`src/rtl/serial_comparator.sv`:
```
// serial_comparator
// Bit-serial magnitude comparator. On an accepted Start the two operands are
// captured and walked MSB-first, one bit per clock, until the first differing
// bit or the LSB. The result is then presented as one-hot GT/EQ/LT together
// with a one-cycle Done strobe. GT/EQ/LT feed the D inputs of the downstream
// result flops, and Done drives their enables.
//
// Handshake: Start is a request with no acknowledge. It is accepted only when
// the block is idle, or in the Done cycle for back-to-back work. A Start
// raised while Busy is high is dropped. A and B matter only in the cycle where
// Start is accepted. Done is high for exactly one cycle per completed compare.
// The flags are valid from that cycle and stay valid until the next accepted
// Start or RST.
//
// dbg_state exposes the FSM state so that external checkers can observe it:
// 0 = IDLE, 1 = CMP, 2 = DONE.

module serial_comparator #(
    parameter int WIDTH  = 8,
    parameter bit SIGNED = 1'b0
) (
    input  logic             CLK,
    input  logic             RST,
    input  logic             Start,
    input  logic [WIDTH-1:0] A,
    input  logic [WIDTH-1:0] B,
    output logic             Busy,
    output logic             Done,
    output logic             GT,
    output logic             EQ,
    output logic             LT,
    output logic [1:0]       dbg_state
);

    // The counter only needs to reach WIDTH-1. It never wraps.
    localparam int CW = (WIDTH > 1) ? $clog2(WIDTH) : 1;
    localparam logic [CW-1:0] CNT_LAST = CW'(WIDTH - 1);

    typedef enum logic [1:0] {
        S_IDLE = 2'd0,
        S_CMP  = 2'd1,
        S_DONE = 2'd2
    } state_t;

    state_t state;
    state_t state_nxt;

    logic [WIDTH-1:0] sa;
    logic [WIDTH-1:0] sb;
    logic [CW-1:0]    cnt;
    logic             gt_q;
    logic             eq_q;
    logic             lt_q;

    logic [WIDTH-1:0] sa_nxt;
    logic [WIDTH-1:0] sb_nxt;
    logic [CW-1:0]    cnt_nxt;
    logic             gt_nxt;
    logic             eq_nxt;
    logic             lt_nxt;

    // These are the bits under examination. They are always the current MSBs
    // of the shift registers.
    logic bit_a;
    logic bit_b;
    logic is_last;
    logic accept;

    assign bit_a   = sa[WIDTH-1];
    assign bit_b   = sb[WIDTH-1];
    assign is_last = (cnt == CNT_LAST);
    // A new operation may start from IDLE, or from DONE for back-to-back work.
    assign accept  = Start && ((state == S_IDLE) || (state == S_DONE));

    // State register. A synchronous reset overrides every other input.
    always_ff @(posedge CLK) begin
        if (RST) begin
            state <= S_IDLE;
        end else begin
            state <= state_nxt;
        end
    end

    // Next-state logic. CMP exits on the first differing bit, or after the
    // WIDTH-th evaluation.
    always_comb begin
        state_nxt = state;
        case (state)
            S_IDLE: begin
                if (Start) begin
                    state_nxt = S_CMP;
                end
            end
            S_CMP: begin
                if ((bit_a != bit_b) || is_last) begin
                    state_nxt = S_DONE;
                end
            end
            S_DONE: begin
                if (Start) begin
                    state_nxt = S_CMP;
                end else begin
                    state_nxt = S_IDLE;
                end
            end
            default: begin
                state_nxt = S_IDLE;
            end
        endcase
    end

    // Datapath and result decode. This covers loading, shifting, counting and
    // resolving the flags.
    always_comb begin
        sa_nxt  = sa;
        sb_nxt  = sb;
        cnt_nxt = cnt;
        gt_nxt  = gt_q;
        eq_nxt  = eq_q;
        lt_nxt  = lt_q;
        if (accept) begin
            sa_nxt  = A;
            sb_nxt  = B;
            cnt_nxt = '0;
            gt_nxt  = 1'b0;
            eq_nxt  = 1'b0;
            lt_nxt  = 1'b0;
        end else if (state == S_CMP) begin
            if (bit_a != bit_b) begin
                // For a two's-complement sign bit, a set bit means the smaller
                // value, so the sense is inverted.
                if (SIGNED && (cnt == '0)) begin
                    gt_nxt = bit_b;
                    lt_nxt = bit_a;
                end else begin
                    gt_nxt = bit_a;
                    lt_nxt = bit_b;
                end
                eq_nxt = 1'b0;
            end else if (is_last) begin
                eq_nxt = 1'b1;
            end else begin
                sa_nxt  = {sa[WIDTH-2:0], 1'b0};
                sb_nxt  = {sb[WIDTH-2:0], 1'b0};
                cnt_nxt = cnt + CW'(1);
            end
        end
    end

    // Datapath and result registers. Busy and Done are registered decodes of
    // the state being entered, so they line up with the state itself.
    always_ff @(posedge CLK) begin
        if (RST) begin
            sa   <= '0;
            sb   <= '0;
            cnt  <= '0;
            gt_q <= 1'b0;
            eq_q <= 1'b0;
            lt_q <= 1'b0;
            Busy <= 1'b0;
            Done <= 1'b0;
        end else begin
            sa   <= sa_nxt;
            sb   <= sb_nxt;
            cnt  <= cnt_nxt;
            gt_q <= gt_nxt;
            eq_q <= eq_nxt;
            lt_q <= lt_nxt;
            Busy <= (state_nxt == S_CMP);
            Done <= (state_nxt == S_DONE);
        end
    end

    assign GT        = gt_q;
    assign EQ        = eq_q;
    assign LT        = lt_q;
    assign dbg_state = state;

endmodule

```
`config.mk`:
```
export PLATFORM = sky130hd
export DESIGN_NAME = serial_comparator
export DESIGN_NICKNAME = d
export VERILOG_FILES = /design/src/rtl/serial_comparator.sv
export SDC_FILE = /design/constraint.sdc
export NUM_CORES = 1
export LEC_CHECK = 0
export BUFFER_PORTS_ARGS = -buffer_cell sky130_fd_sc_hd__clkbuf_2
export CAP_MARGIN = 10
export CORE_MARGIN = 2
export CORE_UTILIZATION = 35
export DETAILED_ROUTE_END_ITERATION = 7
export GPL_TIMING_DRIVEN = 0
export MAX_ROUTING_LAYER = met4
export SYNTH_ARGS = -nofsm -noshare
export SYNTH_HDL_FRONTEND = slang
export SYNTH_SLANG_ARGS = --single-unit
```
`constraint.sdc`:
```
create_clock -name CLK -period 4.7 [get_ports CLK]
set_input_delay 0 -clock CLK [delete_from_list [all_inputs] [get_ports CLK]]
set_output_delay 0 -clock CLK [all_outputs]
set_load 0.005 [all_outputs]
```
==> results by group <==
Detailed routing
  • Post-detailed-route wirelength per cell: about 13 um
  • Detail-routed via count per cell: between 5 and 6
  • Drt initial violations: 29
  • Antenna violation net count after detailed routing: 0
  • Total wire length: ~3000 um
  • Post-route DRC violation count: 0
  • Via count: 1201
  • First-pass DRT Iterations: 4

Placement
  • Port-buffer cells: 25
  • Placed wire-length estimate: 2120 um
  • Routability cong.: 0.769

Synth
  • Count of yosys warnings during synthesis: 0
  • FFs w/ async S/R, synth: 0
  • Leading post-synthesis cells by cell area: sky130_fd_sc_hd__dfxtp_1, sky130_fd_sc_hd__nand3_1, sky130_fd_sc_hd__a311oi_1, sky130_fd_sc_hd__nor2_1, sky130_fd_sc_hd__o21ai_0
  • Cell type contributing the most total cell area after synthesis: sky130_fd_sc_hd__dfxtp_1
  • Synth Instances: approximately 140
  • Avg Inst Size Synth: about 9 sq um
  • Unique masters post-synth: 32
  • Share of synthesized area occupied by flip-flops and latches: 0.424
  • Number of synthesized register bits: 26
  • Post-synth EDFFs: 0
  • Top cell type's share of synthesized area: 0.424
  • Dominant register cell in the synthesized netlist: sky130_fd_sc_hd__dfxtp_1
  • Post-synth net total: 157
  • Cell area after synthesis: roughly 1200 sq um

Floorplan
  • Die Y-Extent: around 63 um
  • Core area: between 3000 and 4000 sq um
  • Std cell rows: 21
  • Total I/O pin count: 26
  • X dimension of the die: ~63 um
  • Starting density of the core: 0.365
  • Full die area: 4000 sq um

Timing
  • RSZ-0062 raised after global routing: false
  • Post-route worst hold slack: 0.123 ns
  • Worst clock skew: 0.00991 ns
  • Final-report hold violation count: 0
  • Timing-limited maximum frequency: 507 MHz
  • Pin slew with the least headroom to its limit: around 0.57 ns
  • Setup Viol. Count Final: 0
  • Time the final worst path needs with I/O delays and setup: slightly below 2 ns
  • Ratio of final minimum period to clock period: 0.419
  • Headroom to the max-slew limit: 0.622
  • Final total negative setup slack: 0 ns
  • Final Max Slew Viols: 0

Layout
  • Net total in the final layout: slightly above 200
  • Reg area: around 520 sq um
  • Number of diodes: 0
  • Share of layout cells above drive strength 1: 0.260
  • Area of the multi-input gates: about 640 sq um
  • Number of filler instances in the final layout: between 300 and 400
  • Commonest non-fill, non-tap cells in the layout: sky130_fd_sc_hd__dfxtp_1, sky130_fd_sc_hd__clkbuf_2, sky130_fd_sc_hd__nor2_1, sky130_fd_sc_hd__nand3_1, sky130_fd_sc_hd__dlygate4sd3_1
  • Share of the core filled with cells in the final layout: 0.478
  • Area growth from synthesis to final layout: 30.9%

CTS
  • Total setup buffers inserted after CTS: 0
  • TritonCTS clock tree: built
  • CTS buffer count: 3
  • Quantity of gates resized following cts: 0
  • Clock slew seen by the registers of the worst setup and hold paths: about 0.15 ns
  • Cell chosen for the clock root: sky130_fd_sc_hd__clkbuf_4
  • CTS HTree Levels: 1
  • Clock latency of the later-clocked register in the worst-skew pair: 0.33 ns
  • Clock Tree Buf Depth: 2
  • Number of hold buffers added after CTS: 16
  • Clock sinks: 26

Worst setup path
  • Crit path to: sa[2]$_SDFFE_PP0P_
  • Destination of the worst register-to-register timing path: sa[2]$_SDFFE_PP0P_
  • CP Launch Point: cnt[0]$_SDFFE_PP0P_
  • Number of cells traversed by the worst register-to-register path: 7
  • Worst r2r src: cnt[0]$_SDFFE_PP0P_
  • Largest fanout on the critical path: 10
  • Data arrival time of the worst path: 2.16 ns
  • Crit path launch type: register
  • Worst setup path class: register to register
  • Data required, critical path: 4.89 ns
  • Slack of the worst reg-to-reg path: 2.73 ns
  • Type of destination of the critical path: register

Global route
  • Number of antenna violations at the first check in global routing: 0
  • Maximum number of pins on one net before global-route repair: 15
  • First-pass GRT wire length: 5130 um
  • Total GRT Usage: 0.162
  • Total congestion overflow: 0
  • Number of global-route vias before repair: 1091

Job
  • Number of violations of the max-capacitance limit: 0

Worst hold path
  • Kind of path behind the tightest hold check: input pin to register

Power and ir drop
  • Final Total Pwr: 0.000490 W
  • PwrDens: 305 nW/um^2
  • VDD IR-drop max: 0.145 mV
  • Pleak: about 0.61 nW

Outcome
  • Outcome: finished clean
==> area by class of cell <==
class / count / share of cell area
buffer: 11 / 0.0389
clock buffer: 4 / 0.0226
inverter: 1 / 0.00233
multi-input combinational: 98 / 0.399
sequential: 26 / 0.324
tap: 46 / 0.0358
timing repair buffer: 41 / 0.177
==> cell families (layout without fill, tap and decap cells) <==
logic type | after synthesis | after routing | synth area share
AOI/OAI and AO/OA | 45 | 45 | 0.270
xor gates and xnor gates | 2 | 2 | 0.0265
adders and majority gates | 2 | 2 | 0.0204
buffers and inverters | 12 | 57 | 0.0540
DFF | 26 | 26 | 0.424
and+or+nand+nor | 49 | 49 | 0.206
==> flip-flops by register name (all words and copies together), names as in the netlist <==
name,flops
sb,8
Busy,1
cnt,3
Done,1
sa,8
LT,1
EQ,1
GT,1
dbg_state,2
==> worst min path at each step <==
stage / from / to / slack [ns] / cells past startpoint
finish: Start / sa[0]$_SDFFE_PP0P_ / 0.12 / 4
global route: RST / GT$_SDFFE_PP0P_ / 0.13 / 3
CTS: RST / GT$_SDFFE_PP0P_ / 0.11 / 3
detailed placement: A[0] / sa[0]$_SDFFE_PP0P_ / 0.25 / 3
global placement: A[0] / sa[0]$_SDFFE_PP0P_ / 0.25 / 3
floorplan: A[0] / sa[0]$_SDFFE_PP0P_ / 0.14 / 2
==> stage by stage <==
stage               cell area (sq um)  setup WS, ns  cells
CTS                              1610          2.73    227
global route                     1610          2.57    227
floorplan                        1230          2.92    136
detailed placement               1410          2.76    207
finish                           1610          2.73    227
global placement                 1410          2.74    207
==> per-layer routing <==
layer  up-vias  share of wire  track usage
met5         -              0            -
met4         0          0.014       0.0489
met3         4          0.027       0.0161
met2        33           0.47        0.253
met1       571           0.49        0.222
li1        593              -            -
==> power breakdown <==
part	internal [W]	leakage [nW]	switching, W	total [W]
Clock	0.0000474	0.0210	0.0000713	0.000119
Combinational	0.0000517	0.372	0.0000692	0.000121
Sequential	0.000238	0.214	0.0000124	0.000250
==> synth_stat cells, types with 3 or more instances <==
| cell type | number |
|---|---|
| sky130_fd_sc_hd__o21ai_0 | 13 |
| sky130_fd_sc_hd__buf_2 | 4 |
| sky130_fd_sc_hd__o21ai_2 | 4 |
| sky130_fd_sc_hd__a21oi_1 | 8 |
| sky130_fd_sc_hd__nand3_1 | 16 |
| sky130_fd_sc_hd__a311oi_2 | 4 |
| sky130_fd_sc_hd__clkbuf_1 | 3 |
| sky130_fd_sc_hd__dfxtp_1 | 26 |
| sky130_fd_sc_hd__nor3_1 | 3 |
| sky130_fd_sc_hd__nor2_1 | 18 |
| sky130_fd_sc_hd__nand2b_1 | 3 |
| sky130_fd_sc_hd__a311oi_1 | 8 |
==> worst max-delay path: stages (launching register included) <==
cell	delay, ns
sky130_fd_sc_hd__dfxtp_1	0.35
sky130_fd_sc_hd__ha_1	0.19
sky130_fd_sc_hd__ha_1	0.24
sky130_fd_sc_hd__or3b_1	0.38
sky130_fd_sc_hd__clkbuf_2	0.17
sky130_fd_sc_hd__buf_2	0.22
sky130_fd_sc_hd__o21ai_0	0.18
sky130_fd_sc_hd__a311oi_1	0.11
Power figures use the tool's default switching activity.
